==> config.mk <==
export PLATFORM = sky130hd
export DESIGN_NAME = dmem_arbiter
export DESIGN_NICKNAME = d
export VERILOG_FILES = /design/src/rtl/dmem_arbiter.sv
export SDC_FILE = /design/constraint.sdc
export NUM_CORES = 1
export LEC_CHECK = 0
export ABC_CLOCK_PERIOD_IN_PS = 1750
export BUFFER_PORTS_ARGS = -buffer_cell sky130_fd_sc_hd__buf_2
export CAP_MARGIN = 0
export CORE_MARGIN = 8
export CORE_UTILIZATION = 37
export DETAILED_ROUTE_END_ITERATION = 12
export PLACE_DENSITY = 0.92
export SLEW_MARGIN = 0
export SYNTH_ARGS = -nofsm -noshare
export SYNTH_HDL_FRONTEND = slang
export SYNTH_SLANG_ARGS = --single-unit
export TNS_END_PERCENT = 100
==> constraint.sdc <==
create_clock -name clk -period 1.75 [get_ports clk]
set_clock_uncertainty 0.1 [all_clocks]
set_input_delay 0.175 -clock clk [delete_from_list [all_inputs] [get_ports clk]]
set_output_delay 0.175 -clock clk [all_outputs]
set_load 0.005 [all_outputs]
==> src/rtl/dmem_arbiter.sv <==
// dmem_arbiter: shares the single-port data memory between the CPU (port 0) and a loader/debug port (port 1).
// Define DMEM_ARB_BURST_EN to let a winning port keep the grant for up to MAX_BURST contested cycles.
module dmem_arbiter #(
   parameter int ADDR_W    = 16,
   parameter int DATA_W    = 16,
   parameter int MAX_BURST = 4
) (
   input  logic              clk,
   input  logic              reset,
   input  logic              p0_req,
   input  logic              p0_we,
   input  logic [ADDR_W-1:0] p0_addr,
   input  logic [DATA_W-1:0] p0_wdata,
   input  logic              p1_req,
   input  logic              p1_we,
   input  logic [ADDR_W-1:0] p1_addr,
   input  logic [DATA_W-1:0] p1_wdata,
   output logic              p0_gnt,
   output logic              p1_gnt,
   output logic              p0_rvalid,
   output logic              p1_rvalid,
   output logic [DATA_W-1:0] p0_rdata,
   output logic [DATA_W-1:0] p1_rdata,
   output logic              cpu_stall,
   output logic              mem_read,
   output logic              mem_write,
   output logic [ADDR_W-1:0] mem_addr,
   output logic [DATA_W-1:0] mem_wdata,
   input  logic [DATA_W-1:0] mem_rdata
);
   typedef enum logic [1:0] {NONE, P0, P1} owner_t;
   owner_t owner_q;
   logic   prio, sel1, keep0, keep1, any_gnt, we;

   if (MAX_BURST < 2) begin : g_bad_burst
      $error("MAX_BURST must be at least 2");
   end

`ifdef DMEM_ARB_BURST_EN
   localparam int            BW   = $clog2(MAX_BURST);
   localparam logic [BW-1:0] BMAX = BW'(MAX_BURST - 1);
   logic [BW-1:0] burst_cnt;
   assign keep0 = owner_q == P0 && burst_cnt < BMAX;
   assign keep1 = owner_q == P1 && burst_cnt < BMAX;
   always_ff @(posedge clk or posedge reset)
      if (reset)
         burst_cnt <= '0;
      else
         burst_cnt <= (any_gnt && owner_q == (p1_gnt ? P1 : P0)) ? burst_cnt + BW'(burst_cnt != BMAX) : '0;
`else
   assign keep0 = 1'b0;
   assign keep1 = 1'b0;
`endif

   // On contention the current burst owner wins if it may, otherwise prio breaks the tie
   assign sel1      = (p0_req & p1_req) ? (keep1 | (~keep0 & prio)) : p1_req;
   assign p0_gnt    = p0_req & ~sel1;
   assign p1_gnt    = p1_req & sel1;
   assign cpu_stall = p0_req & ~p0_gnt;
   assign any_gnt   = p0_gnt | p1_gnt;
   assign we        = p1_gnt ? p1_we : p0_we;
   assign mem_write = any_gnt & we;
   assign mem_read  = any_gnt & ~we;
   assign mem_addr  = p1_gnt ? p1_addr : p0_gnt ? p0_addr : '0;
   assign mem_wdata = p1_gnt ? p1_wdata : p0_gnt ? p0_wdata : '0;

   always_ff @(posedge clk or posedge reset)
      if (reset) begin
         prio      <= 1'b0;
         owner_q   <= NONE;
         p0_rvalid <= 1'b0;
         p1_rvalid <= 1'b0;
         p0_rdata  <= '0;
         p1_rdata  <= '0;
      end else begin
         p0_rvalid <= p0_gnt & ~p0_we;
         p1_rvalid <= p1_gnt & ~p1_we;
         if (p0_gnt & ~p0_we) p0_rdata <= mem_rdata;
         if (p1_gnt & ~p1_we) p1_rdata <= mem_rdata;
         if (any_gnt) prio <= p0_gnt;
         owner_q <= p1_gnt ? P1 : p0_gnt ? P0 : NONE;
      end
endmodule
==> run_results.csv, run 1 <==
group,metric,value,unit
route,dr.pass1.iters,5,
yosys,synthMostInstantiatedCell,"dfrtp_1",
yosys,ys.warnings.count,0,
pwr,peakVddDrop,617,µV
global_routing,grt_pass1_wl,9680,µm
flow_run,drv_cap,0,
pwr,p_leak,1.55,nW
min_path,hold_class,"primary input to register",
sta,max_freq,0.568,GHz
sta,maxSlewViolCount,0,
clock_tree,cts.sinks,35,
route,antenna_left,0,
floorplanning,die_w,83.6,µm
sta,fin_ws,-0.0114,ns
worst_setup_path,crit_path_max_fanout,9,
route,drtIter0Drc,49,
clock_tree,cts_buffer_depth,2,
sta,fin_crit_sh,1.01,
floorplanning,start_util,0.385,
global_routing,grt_pass1_vias,1878,
yosys,yosys.area.top_type,"dfrtp_1",
route,viasPerCell,4.93,
route,vias,1690,
status,violations,"negative setup slack",
floorplanning,rows,24,
worst_setup_path,critPathLaunch,"prio",
layout,antenna_cells,0,
clock_tree,cts_made_buffers,5,
floorplanning,core,4380,µm²
worst_setup_path,path_class,"register to primary output",
worst_setup_path,reg2reg_depth,6,
layout,fin_nets,376,
yosys,synth_edf_count,0,
worst_setup_path,timing.rr.end,"p0_rdata[6]",
worst_setup_path,start_kind,"register",
yosys,synth_seq_cells,35,
worst_setup_path,endpoint_kind,"primary output",
yosys,syn_area,1690,µm²
yosys,ys_top_cells_by_count,"35 x dfrtp_1, 33 x a22o_1, 24 x mux2_2",
yosys,synth_cell_types,17,
global_routing,grt_use_total,0.169,
yosys,synth_area_leaders,"dfrtp_1 52%, a22o_1 17%, mux2_2 16%, mux2_4 7.1%, buf_6 1.3%",
layout,nFillCells,351,
worst_setup_path,crit_end,"mem_wdata[15]",
floorplanning,chipHeight,83.6,µm
sta,rsz0062_at_grt,"yes",
floorplanning,dieArea,6980,µm²
layout,drive_gt1_frac,0.732,
route,routed_wl,6300,µm
yosys,synth_ff_type,"dfrtp_1",
yosys,synth_fp_nets,207,
floorplanning,io_pins,157,
pwr,p_per_area,864,nW/µm²
worst_setup_path,rrSetupSlack,0.07,ns
clock_tree,cts_tree,"done",
worst_setup_path,r2r-start,"prio",
route,wl_per_cell,18.4,µm
yosys,synth_top_area_frac,0.519,
layout,final_util,0.643,
sta,max_slew_margin,0.843,
clock_tree,insertion_delay,0.27,ns
sta,setup-violations-final,3,
sta,layout_min_cycle_time,1.76,ns
placement,io_buffers,156,
yosys,yosysSeqAreaShare,0.519,
clock_tree,root_buffer,"clkbuf_8",
global_routing,grt.overflow.total,0,
yosys,syn_inst,121,
clock_tree,path_clk_slew,0.06,ns
placement,place.gp.congestion,0.742,
status,outcome,"finished, violations left",
sta,worst_slew_pin_slew,0.236,ns
global_routing,grt_max_degree,35,
pwr,total_power,2.44,mW
worst_setup_path,crit_required,1.47,ns
route,post-route-drc-count,0,
yosys,syn_area_per_cell,14.0,µm²
sta,hold_viol,0,
min_path,hp-start,"mem_rdata[5]",
global_routing,antenna_found_initial,0,
sta,fin_hold_ws,0.0388,ns
worst_setup_path,cp.arrival,1.49,ns
layout,area_growth,67.0,%
clock_tree,cts-htree-levels,2,
placement,dp_hpwl,4890,µm
yosys,synthArstFlopShare,1.00,
==> registers in the layout, indices dropped and copies added, names as in the netlist <==
name,cells
p0_rdata,16
p0_rvalid,1
p1_rdata,16
p1_rvalid,1
prio,1
==> per-layer routing <==
layer	vias to the layer above	share of wire	GRT usage
met3	7	0.065	0.0635
met5	-	0	0
met1	813	0.38	0.183
met2	67	0.54	0.305
li1	803	-	-
met4	0	0.0071	0.0330
==> worst max-delay path: stages (launching register included) <==
cell	delay (ns)
dfrtp_1	0.38
nand2b_4	0.14
and2_4	0.21
buf_12	0.15
a22o_1	0.20
buf_2	0.13
==> logic make-up (layout without fill, tap and decap cells) <==
logic type,count (synthesis),count (layout),share of synthesized area
compound gates,35,35,0.185
simple gates,7,7,0.0267
mux,32,32,0.231
buf+inv,12,182,0.0385
flops,35,35,0.519
==> worst min-delay path by stage <==
| stage | to | slack (ns) | cells past startpoint |
|---|---|---|---|
| CTS | p1_rdata[1] | 0.03 | 2 |
| floorplan | prio | 0.18 | 1 |
| detailed placement | p0_rdata[9] | 0.12 | 3 |
| finish | p0_rdata[5] | 0.04 | 2 |
| global route | p1_rdata[5] | 0.03 | 2 |
| global placement | p0_rdata[8] | 0.11 | 3 |
==> metrics by stage <==
stage | instance area [µm²] | setup WS, ns | std cells | setup TNS [ns]
after floorplan | 1690 | 0.177 | 121 | 0
after global placement | 2550 | 0.191 | 326 | 0
after detailed placement | 2550 | 0.159 | 326 | 0
after CTS | 2760 | -0.00199 | 341 | -0.00199
after global routing | 2820 | -0.0804 | 343 | -1.85
final | 2820 | -0.0114 | 343 | -0.0266
==> power breakdown <==
part	switching (mW)	leakage [nW]	internal, mW
sequential	0.0754	0.415	0.967
combinational	0.334	1.10	0.517
clock	0.265	0.0422	0.279
total	0.674	1.55	1.76
==> final cells by class <==
cell class                 instances  area, µm²  area share
multi-input combinational         74        758       0.269
tap                               52       65.1      0.0231
sequential                        35        876       0.311
inverter                           3       11.3     0.00399
clock buffer                       7       76.3      0.0271
clock inverter                     1       5.00     0.00177
timing repair buffer             171       1030       0.365
==> what timing repair did <==
action | in CTS | in global routing
cloned | 2 | 2
setup endpoints to repair | 33 | 42
hold buffers | 1 | 0
setup buffers | 4 | 0
endpoints found under the hold margin | 35 | 0
pin swaps | 2 | 0
gates resized for setup | 8 | 1
==> layout by cell type (no fill, tap or decap), types with 2 or more instances in the layout <==
master and count:
clkbuf_8 5, a22o_1 33, buf_4 6, clkbuf_16 2
buf_2 156, buf_16 3, mux2_2 24, clkbuf_1 2
inv_1 2, dfrtp_1 35, buf_12 3, mux2_4 8
No activity file was read; power rests on OpenSTA's default activity.
==> inputs of run 2 (changes only) <==
--- a/config.mk
+++ b/config.mk
@@ -9,9 +9,10 @@
 export BUFFER_PORTS_ARGS = -buffer_cell sky130_fd_sc_hd__buf_2
 export CAP_MARGIN = 0
 export CORE_MARGIN = 8
-export CORE_UTILIZATION = 37
+export CORE_UTILIZATION = 35
 export DETAILED_ROUTE_END_ITERATION = 12
-export PLACE_DENSITY = 0.92
+export PLACE_DENSITY = 0.88
+export SETUP_SLACK_MARGIN = 0.2
 export SLEW_MARGIN = 0
 export SYNTH_ARGS = -nofsm -noshare
 export SYNTH_HDL_FRONTEND = slang
==> run_results.csv, run 2 (same netlist as run 1, synthesis figures left out) <==
group,metric,value,unit
status,outcome,"finished, violations left",
status,violations,"negative setup slack",
clock_tree,insertion_delay,0.28,ns
global_routing,grt.overflow.total,0,
worst_setup_path,timing.rr.end,"p0_rdata[15]",
layout,final_common_cell,"buf_2",
worst_setup_path,reg2reg_depth,6,
layout,fin_area,2850,µm²
floorplanning,core,4690,µm²
route,wl_met2,3550,µm
worst_setup_path,path_cells,"nand2b_4 -> and2_4 -> buf_16 -> a22o_1 -> buf_2",
route,viasPerCell,4.90,
placement,place.gp.congestion,0.840,
sta,maxSlewViolCount,0,
route,routed_wl,6490,µm
min_path,hold_depth,2,
route,post-route-drc-count,0,
sta,layout_min_cycle_time,1.76,ns
layout,fin_nets,374,
clock_tree,cts.sinks,35,
pwr,p_per_area,871,nW/µm²
clock_tree,cts_tree,"done",
sta,worst_slew_pin_slew,0.234,ns
worst_setup_path,cp.arrival,1.49,ns
worst_setup_path,start_kind,"register",
worst_setup_path,crit_required,1.47,ns
route,antenna_left,0,
min_path,hold_class,"primary input to register",
clock_tree,cts_buffer_depth,2,
global_routing,grt_pass1_wl,9500,µm
sta,max_freq,0.567,GHz
pwr,peakVddDrop,537,µV
worst_setup_path,crit_path_max_fanout,17,
clock_tree,cts-htree-levels,2,
global_routing,grt_pass1_vias,1832,
sta,fin_crit_sh,1.01,
global_routing,grt_max_degree,35,
layout,area_growth,68.7,%
floorplanning,chipHeight,85.5,µm
floorplanning,rows,25,
worst_setup_path,rrSetupSlack,0.11,ns
clock_tree,path_clk_slew,0.07,ns
sta,hold_viol,0,
route,met3WireLength,445,µm
route,vias,1681,
floorplanning,io_pins,157,
placement,dpl-instance-area,2550,µm²
worst_setup_path,r2r-start,"prio",
route,wl_per_cell,18.9,µm
floorplanning,dieArea,7310,µm²
layout,drive_gt1_frac,0.737,
worst_setup_path,crit_family,"flip-flops",
layout,nFillCells,396,
placement,dp_hpwl,4940,µm
worst_setup_path,endpoint_kind,"primary output",
pwr,total_power,2.48,mW
route,dr.pass1.iters,4,
route,met1_length,2420,µm
layout,top_regs,"p0_rdata (16), p1_rdata (16)",
placement,io_buffers,156,
sta,fin_ws,-0.0149,ns
sta,setup-violations-final,3,
min_path,whs_endpoint,"p1_rdata[2]",
floorplanning,start_util,0.360,
global_routing,antenna_found_initial,0,
global_routing,grt_use_total,0.164,
pwr,p_leak,1.57,nW
sta,rsz0062_at_grt,"yes",
layout,final_cell_mix,"154 x buf_2, 35 x dfrtp_1, 33 x a22o_1",
floorplanning,die_w,85.5,µm
route,top_layer,"met4",
placement,dp_cells,327,
worst_setup_path,max_stage_delay,0.39,ns
layout,antenna_cells,0,
clock_tree,root_buffer,"clkbuf_8",
worst_setup_path,critPathBufInv,2,
min_path,hp-start,"mem_rdata[2]",
sta,max_slew_margin,0.844,
flow_run,drv_cap,0,
worst_setup_path,path_class,"register to primary output",
route,drtIter0Drc,62,
worst_setup_path,crit_slowest_cell,"dfrtp_1",
clock_tree,cts_made_buffers,5,
placement,place_ws,0.160,ns
layout,instances_no_fill,343,
## run 2: cell count changes in the layout (fill, tap and decap cells not counted), sizes merged
cell and change:
clkbuf -3, clkinvlp +1
## run 2: repair_timing
action | 4_1_cts | 5_1_grt
hold buffers | 1 | 0
endpoints found under the hold margin | 35 | 0
gates resized for setup | 12 | 17
setup buffers | 5 | 0
endpoints found under the setup margin | 45 | 61
pin swaps | 0 | 0
cloned | 2 | 0
## run 2: power by group
part	internal (mW)	leakage [nW]	switching [mW]
clock network	0.278	0.0412	0.276
logic	0.535	1.11	0.345
registers	0.967	0.415	0.0803
total	1.78	1.57	0.702
## run 2: area by class of cell
type | count | area [µm²] | area share
Timing Repair Buffer | 169 | 1000 | 0.352
Multi-Input combinational cell | 74 | 801 | 0.281
Inverter | 3 | 16.3 | 0.00571
Clock inverter | 2 | 12.5 | 0.00439
Clock buffer | 6 | 72.6 | 0.0255
Sequential cell | 35 | 876 | 0.307
Tap cell | 54 | 67.6 | 0.0237
## run 2: per-stage QoR
step	hold WS, ns	TNS, ns	util
finish	0.0404	-0.0362	0.607
detailed placement	0.121	0	0.543
global route	0.0259	-2.18	0.607
CTS	0.0240	-0.00914	0.592
floorplan	0.182	0	-
global placement	0.113	0	0.543
## run 2: worst register-to-register path: cells and delay by family (launching register included)
kind / cells / cell delay (ns)
flip-flops: 1 / 0.39
buffers and inverters: 3 / 0.39
multiplexers: 1 / 0.30
AND/OR/NAND/NOR: 1 / 0.19
AO/OA/AOI/OAI: 1 / 0.16
## run 2: how the worst max path moves through the flow
| stage | cells after the start | endpoint | startpoint |
|---|---|---|---|
| finish | 5 | mem_wdata[4] | prio |
| CTS | 5 | mem_addr[15] | prio |
| floorplan | 5 | p0_rdata[10] | prio |
| global route | 5 | mem_addr[15] | prio |
| global placement | 5 | mem_addr[15] | prio |
| detailed placement | 4 | p1_rdata[15] | prio |
## run 2: metal layers
layer  global-route usage  up-vias
li1                     -      791
met1                0.182      802
met2                0.295       81
met3               0.0463        7
met4               0.0462        0
met5                    0        -
